$ cat src/rtl/spi_reg_bridge.sv
// Byte-stream command decoder between the SPI slave byte engine and the register bus:
// framed read/write bursts with address auto-increment, bus timeout, overrun and abort handling.
module spi_reg_bridge #(
  parameter int ADDR_WIDTH     = 7,
  parameter int TIMEOUT_CYCLES = 255
) (
  input  logic                  i_clk,
  input  logic                  i_rst,
  input  logic [7:0]            i_rx_data,
  input  logic                  i_rx_valid,
  input  logic                  i_busy,
  output logic [7:0]            o_tx_data,
  output logic                  o_tx_valid,
  output logic                  o_reg_req,
  output logic                  o_reg_we,
  output logic [ADDR_WIDTH-1:0] o_reg_addr,
  output logic [7:0]            o_reg_wdata,
  input  logic [7:0]            i_reg_rdata,
  input  logic                  i_reg_ack,
  output logic                  o_err
);

  typedef enum logic [2:0] {
    S_IDLE    = 3'd0,
    S_LEN     = 3'd1,
    S_WR_WAIT = 3'd2,
    S_WR_BUS  = 3'd3,
    S_RD_BUS  = 3'd4,
    S_RD_WAIT = 3'd5,
    S_DRAIN   = 3'd6
  } state_t;

  localparam logic [7:0] TMO_LIMIT   = 8'(TIMEOUT_CYCLES);
  localparam logic [7:0] RD_TMO_DATA = 8'hEE;

  state_t                state_q;
  logic [ADDR_WIDTH-1:0] addr_q;
  logic [7:0]            cnt_q;
  logic [7:0]            tmo_q;
  logic [7:0]            tx_data_q;
  logic [7:0]            wdata_q;
  logic                  tx_valid_q;
  logic                  req_q;
  logic                  we_q;
  logic                  err_q;
  logic                  ovr_q;

  logic [ADDR_WIDTH-1:0] addr_d;
  logic [7:0]            cnt_d;
  logic [8:0]            tmo_d;
  logic                  bus_ack_d;
  logic                  bus_tmo_d;
  logic                  bus_done_d;

  // Incremented address/count/timer values and bus completion qualifiers.
  always_comb begin
    addr_d     = addr_q + ADDR_WIDTH'(1);
    cnt_d      = cnt_q - 8'd1;
    tmo_d      = {1'b0, tmo_q} + 9'd1;
    bus_ack_d  = req_q & i_reg_ack;
    bus_tmo_d  = req_q & ~i_reg_ack & (tmo_d == {1'b0, TMO_LIMIT});
    bus_done_d = bus_ack_d | bus_tmo_d;
  end

  // Frame decoder FSM, bus handshake and every registered output.
  always_ff @(posedge i_clk) begin
    if (i_rst) begin
      state_q    <= S_IDLE;
      addr_q     <= {ADDR_WIDTH{1'b0}};
      cnt_q      <= 8'd0;
      tmo_q      <= 8'd0;
      tx_data_q  <= 8'd0;
      wdata_q    <= 8'd0;
      tx_valid_q <= 1'b0;
      req_q      <= 1'b0;
      we_q       <= 1'b0;
      err_q      <= 1'b0;
      ovr_q      <= 1'b0;
    end else begin
      tx_valid_q <= 1'b0;
      err_q      <= 1'b0;
      if (req_q && !bus_done_d) begin
        tmo_q <= tmo_d[7:0];
      end
      if ((state_q != S_IDLE) && !i_busy) begin
        // CS released mid-frame: abandon everything; a late ack finds req low and is ignored.
        state_q <= S_IDLE;
        req_q   <= 1'b0;
        ovr_q   <= 1'b0;
      end else begin
        case (state_q)
          S_IDLE: begin
            if (i_rx_valid && i_busy) begin
              we_q    <= ~i_rx_data[7];
              addr_q  <= i_rx_data[ADDR_WIDTH-1:0];
              ovr_q   <= 1'b0;
              state_q <= S_LEN;
            end
          end
          S_LEN: begin
            if (i_rx_valid) begin
              cnt_q <= i_rx_data;
              if (i_rx_data == 8'd0) begin
                state_q <= S_DRAIN;
              end else if (we_q) begin
                state_q <= S_WR_WAIT;
              end else begin
                req_q   <= 1'b1;
                tmo_q   <= 8'd0;
                state_q <= S_RD_BUS;
              end
            end
          end
          S_WR_WAIT: begin
            if (i_rx_valid) begin
              wdata_q <= i_rx_data;
              req_q   <= 1'b1;
              tmo_q   <= 8'd0;
              state_q <= S_WR_BUS;
            end
          end
          S_WR_BUS: begin
            if (i_rx_valid) begin
              ovr_q <= 1'b1;
              err_q <= 1'b1;
            end
            if (bus_done_d) begin
              req_q  <= 1'b0;
              addr_q <= addr_d;
              cnt_q  <= cnt_d;
              if (bus_tmo_d) begin
                err_q <= 1'b1;
              end
              if (ovr_q || i_rx_valid || (cnt_d == 8'd0)) begin
                state_q <= S_DRAIN;
              end else begin
                state_q <= S_WR_WAIT;
              end
            end
          end
          S_RD_BUS: begin
            if (i_rx_valid) begin
              ovr_q <= 1'b1;
              err_q <= 1'b1;
            end
            if (bus_done_d) begin
              req_q      <= 1'b0;
              tx_valid_q <= 1'b1;
              if (bus_ack_d) begin
                tx_data_q <= i_reg_rdata;
              end else begin
                tx_data_q <= RD_TMO_DATA;
                err_q     <= 1'b1;
              end
              if (ovr_q || i_rx_valid) begin
                state_q <= S_DRAIN;
              end else begin
                state_q <= S_RD_WAIT;
              end
            end
          end
          S_RD_WAIT: begin
            // Each dummy byte shifts out the preloaded data, so fetch the next register now.
            if (i_rx_valid) begin
              addr_q <= addr_d;
              cnt_q  <= cnt_d;
              if (cnt_d != 8'd0) begin
                req_q   <= 1'b1;
                tmo_q   <= 8'd0;
                state_q <= S_RD_BUS;
              end else begin
                state_q <= S_DRAIN;
              end
            end
          end
          S_DRAIN: begin
            state_q <= S_DRAIN;
          end
          default: begin
            state_q <= S_IDLE;
            req_q   <= 1'b0;
          end
        endcase
      end
    end
  end

  assign o_tx_data   = tx_data_q;
  assign o_tx_valid  = tx_valid_q;
  assign o_reg_req   = req_q;
  assign o_reg_we    = we_q;
  assign o_reg_addr  = addr_q;
  assign o_reg_wdata = wdata_q;
  assign o_err       = err_q;

endmodule

$ cat config.mk
export PLATFORM = sky130hd
export DESIGN_NAME = spi_reg_bridge
export DESIGN_NICKNAME = d
export VERILOG_FILES = /design/src/rtl/spi_reg_bridge.sv
export SDC_FILE = /design/constraint.sdc
export NUM_CORES = 1
export LEC_CHECK = 0
export ABC_AREA = 1
export CAP_MARGIN = 20
export CORE_MARGIN = 4
export CORE_UTILIZATION = 35
export DETAILED_ROUTE_END_ITERATION = 16
export RECOVER_POWER = 50
export SYNTH_ARGS = -nofsm -noshare
export SYNTH_HDL_FRONTEND = slang
export SYNTH_SLANG_ARGS = --single-unit
$ cat constraint.sdc
create_clock -name i_clk -period 2 [get_ports i_clk]
set_clock_uncertainty 0.2 [all_clocks]
set_input_delay 0.3 -clock i_clk [delete_from_list [all_inputs] [get_ports i_clk]]
set_output_delay 0.3 -clock i_clk [all_outputs]
set_load 0.02 [all_outputs]
# After elaboration in Yosys (flattened, before gate mapping)
# Cells that the tools add are included.
# totals
register_bits,47
in_bits,21
out_inout_bits,27
word_cells,115
# op_classes
addsub,3
n_eq_ne,18
muxes,47
bitwise,9
n_reduce_logical,27
# ops
op,n
8-bit 2-to-1 mux,12
8-bit one-hot mux with 3 select lines,2
3-bit 2-to-1 mux,9
7-bit 2-to-1 mux,3
3-bit one-hot mux with 7 select lines,1
7-bit one-hot mux with 3 select lines,1
"2-bit != test, second input constant",9
8-bit zero test,2
1-bit 2-to-1 mux,14
3-bit AND reduction,4
5-bit AND reduction,2
"8-bit by 1-bit adder with 9-bit output, second input constant",1
"3-bit == test, second input constant",3
"9-bit by 8-bit == test with 1-bit output, second input constant",1
3-bit nonzero test,3
8-bit AND reduction,1
8-bit nonzero test,1
"8-bit by 1-bit subtractor with 8-bit output, second input constant",1
"7-bit by 1-bit adder with 7-bit output, second input constant",1
"3-bit by 2-bit == test with 1-bit output, second input constant",2
6-bit AND reduction,1
2-bit OR reduction,3
1-bit NOT,5
1-bit one-hot mux with 5 select lines,1
other kinds (12),21

# Depth between registers and ports, before layout
# logic_depth
ltp_word,12
ltp_mapped,16
mapped_depth_nobuf,16

# Worst setup path before layout
# Ideal clock, no wire load.
# synth_path
path_kind,register to register
startpoint,register tmo_q[1]
endpoint,register cnt_q[2]
setup_ns,0.119
arrival_time_ns,1.567
t_required_ns,1.681
path_slack_ns,0.114
path_stages_with_launch,12
path_buffers,1
period_less_slack_ns,1.886
cell_sequence,dfxtp_1 ha_1 nand3_1 o21bai_1 nand2_1 nor2_4 nand3_4 nand3_4 nand2_4 buf_6 o21ai_0 a21oi_1
# synth_between
elab_chain_len,6
# synth_lines
element,line,rtl
from (decl),39,logic [7:0] tmo_q;
from (signal assigned),83,tmo_q <= tmo_d[7:0];
8-bit by 1-bit adder with 9-bit output,59,"tmo_d = {1'b0, tmo_q} + 9'd1;"
9-bit by 8-bit == test with 1-bit output,61,"bus_tmo_d = req_q & ~i_reg_ack & (tmo_d == {1'b0, TMO_LIMIT});"
1-bit AND,61,
1-bit bitwise OR,62,bus_done_d = bus_ack_d | bus_tmo_d;
2-bit != test (no line),-,
5-bit AND reduction (no line),-,
to (signal assigned),102,cnt_q <= i_rx_data;
to (signal assigned),130,cnt_q <= cnt_d;
to (signal assigned),166,cnt_q <= cnt_d;
to (decl),38,logic [7:0] cnt_q;
# Every way passes these cells.
# A chain may end at the register's enable or synchronous reset.

# Worst setup path after layout
# layout_path
startpoint,register tmo_q[1]
endpoint,register state_q[0]
# layout_between
elab_chain_len,6
word_cells_on_any_way,7
classes_between,1 x add/sub; 3 x eq/ne; 2 x bitwise; 1 x reduce/logical
# layout_lines
element,line,rtl
8-bit by 1-bit adder with 9-bit output (*),59,
9-bit by 8-bit == test with 1-bit output (*),61,
1-bit AND (*),61,
1-bit bitwise OR (*),62,
2-bit != test (no line),-,
6-bit AND reduction (no line) (*),-,
to (signal assigned),68,state_q <= S_IDLE;
to (signal assigned),87,state_q <= S_IDLE;
to (signal assigned),97,state_q <= S_LEN;
to (decl),36,state_t state_q;
# Every way passes the cells marked *; elsewhere a longest branch is shown, timed or not.

==> run metrics <==
startpoint types=flip-flop; cell area after synthesis=0.002776 mm2; Hold Path Class=flip-flop to flip-flop; GR Overflow Total=0; Crit. Startpoint=tmo_q[1]$_SDFF_PP0_; Worst path depth=12; main flop type after synthesis=dfxtp_1; dpl cell area=0.003600 mm2; clk sinks=47; first-pass GRT wire length=12500 um; area of the multi-input gates=0.001615 mm2; TritonCTS Buffers=5; cell count after placement=604; Worst Path Arrival=1.99 ns; fmax=502.2 MHz; critical setup path kind=flip-flop to flip-flop; worst-path maximum fanout=6; GRT Total Usage=15.79%; clk_lat worst skew=0.31 ns; Initial DRT Pass Iterations=4; I/O pin count=48; initial core utilization=35.93%; asr flop ratio synth=0%; Critical Path, Cell by Cell=ha_4, nand3_2, o21bai_1, nand2_2, nor2_4, nand3_4, nand3_4, nand2_4, nor2_4, nand2_1, nand2_1, nor2_1; CP Capture Type=flip-flop; placed wire-length estimate=5458 um; P&R area growth vs syn=40.47%; ANT nets after route=0; Slew Limit Fails=0; Hold Crit Start=o_reg_wdata[5]$_SDFFE_PP0P_; Worst Tran Pin Value=0.5454 ns; crit share post-route=99.56%; syn_nets=453; Max-slew headroom=63.64%; die area=0.009422 mm2; Remaining DRCs=0; critical path's slowest cell=dfxtp_2; Vias/cell=4.684; share of the synthesized area in the top cell type=33.89%; Post-Synthesis Cells=427; fraction of layout cells with a size suffix above 1=22.09%; Layout Utilization=50.47%; Critical path destination=state_q[0]$_SDFFE_PP0P_; Seq/Total Area, Yosys=33.89%; post-DR wirelength/cell=12.05 um; Setup TNS=0 ns; initial antenna violation count=0; Synth area leader=dfxtp_1; RD Place Congestion=0.8867; VDD IR-drop max=0.0006041 V; endpoints failing setup=0; core box area=0.007727 mm2; EDFF count, synth=0; Final #Nets=541; post-synthesis register bit count=47; H-tree depth=2; Cell variety after synth=33; syn_area_per_cell=6.502 um2; min Tclk post-route=1.991 ns; root buf cell=clkbuf_8; vias=2895; final count of hold timing violations=0; Die Wd=97.07 um; Max stage delay on crit path=0.36 ns; worst reg-to-reg setup slack=0.009 ns; top post-synthesis cells by area=dfxtp_1 (34%), nand2_1 (13%), inv_1 (9.2%), o21ai_0 (6.3%), a21oi_1 (5.9%); final wirelength=7449 um; Final Non-Filler Cells=618; RSZ-0062 raised after global routing=yes; std cell rows=32; worst reg2reg startpoint=tmo_q[1]$_SDFF_PP0_; worst r2r path cells=12; RR Endpoint=state_q[0]$_SDFFE_PP0P_; WP data required=2.00 ns; vias in the first global route=2764; number of max-capacitance violations reported=0; Pleak=1.785 nW; PD cells=1162 mW/mm2; Reg area=948.4 um2; largest net degree at the start of global routing=27; Worst-path clk slew=0.09 ns; PortBufs=47; crit path buf inv count=0; Fillers=789; Die H=97.07 um; Antenna diodes=0; Iter 0 DRT Violations=76; status=finished clean; CTS max path bufs=2; most common cell after layout, fill and taps aside=nand2_1; Ys Warns=0; Final Instance Area=0.003900 mm2; CP delay by family, top=simple AND/OR/NAND/NOR gates; CTS tree=built; Pwr Total=4.533 mW; most frequent cells in the layout=nand2_1 (95), inv_1 (63), dfxtp_1 (41), nor2_1 (38), buf_4 (38)
registers in the layout, indices dropped and copies added, names as in the netlist:
register	count
o_reg_wdata	8
o_tx_valid	1
ovr_q	1
state_q	3
o_reg_req	1
tmo_q	8
o_reg_we	1
o_err	1
o_reg_addr	7
cnt_q	8
o_tx_data	8
report_power, final:
part	total (mW)	leakage (nW)	switching [mW]	internal, mW
logic	2.55	1.35	1.49	1.06
registers	1.33	0.385	0.207	1.13
clock network	0.648	0.0505	0.333	0.315
total	4.53	1.78	2.03	2.51
per-stage QoR:
| step | hold WS (ns) | setup slack (ns) |
|---|---|---|
| after floorplan | 0.1900 | 0.1138 |
| after global placement | 0.2302 | -0.08051 |
| after detailed placement | 0.2359 | -0.1171 |
| after CTS | 0.2488 | -0.004610 |
| after global routing | 0.2725 | -0.1354 |
| final | 0.2431 | 0.008726 |
worst min-delay path by stage:
stage                                        endpoint  slack, ns  cells after the start
after global placement    o_reg_wdata[0]$_SDFFE_PP0P_       0.23                      2
after CTS                 o_reg_wdata[5]$_SDFFE_PP0P_       0.25                      2
after detailed placement  o_reg_wdata[5]$_SDFFE_PP0P_       0.24                      2
after floorplan                 o_reg_we$_SDFFE_PP0P_       0.19                      1
after global routing      o_reg_wdata[2]$_SDFFE_PP0P_       0.27                      2
final                     o_reg_wdata[5]$_SDFFE_PP0P_       0.24                      2
metal layers:
metal	vias to the layer above	track usage, %	part of all wire, %
li1	1534	-	-
met1	1317	19.40	46
met2	38	27.76	50
met3	6	3.230	3.3
met4	0	4.644	1.2
met5	-	0	0
worst reg2reg max path, stage by stage, from the launching register on:
cell	delay, ns
dfxtp_2	0.36
ha_4	0.15
nand3_2	0.09
o21bai_1	0.18
nand2_2	0.09
nor2_4	0.14
nand3_4	0.13
nand3_4	0.12
nand2_4	0.09
nor2_4	0.17
nand2_1	0.07
nand2_1	0.06
nor2_1	0.04
synthesized netlist by cell type, drive strengths merged, types with 3 or more instances:
cell    count
a21oi      35
buf         6
clkbuf      3
dfxtp      47
ha          5
inv        73
nand2     109
nand3      31
nand4       6
nor2       49
nor3       12
o21ai      38
o21bai      3
xor2        4
kinds of logic (layout without fill, tap and decap cells):
group / after synthesis / in the layout / synth area share (%)
and+or+nand+nor: 209 / 209 / 35.02
buffers and inverters: 83 / 172 / 12.08
AOI/OAI and AO/OA: 79 / 79 / 15.50
DFF: 47 / 47 / 33.89
adders and majority gates: 5 / 5 / 2.253
xor gates and xnor gates: 4 / 4 / 1.262
final cells by class:
type	instances	area share, %
clock buffer	7	2.470
tap	102	3.272
timing repair buffer	90	20.89
clock inverter	1	0.1925
inverter	74	7.443
multi-input combinational	297	41.42
sequential	47	24.32
timing repair:
| action | 4_1_cts | 5_1_grt |
|---|---|---|
| gates resized for setup | 13 | 42 |
| endpoints found under the setup margin | 17 | 35 |
| hold buffers | 0 | 0 |
| pin swaps | 7 | 24 |
| setup buffers | 2 | 4 |
(Power assumes the default switching activity.)
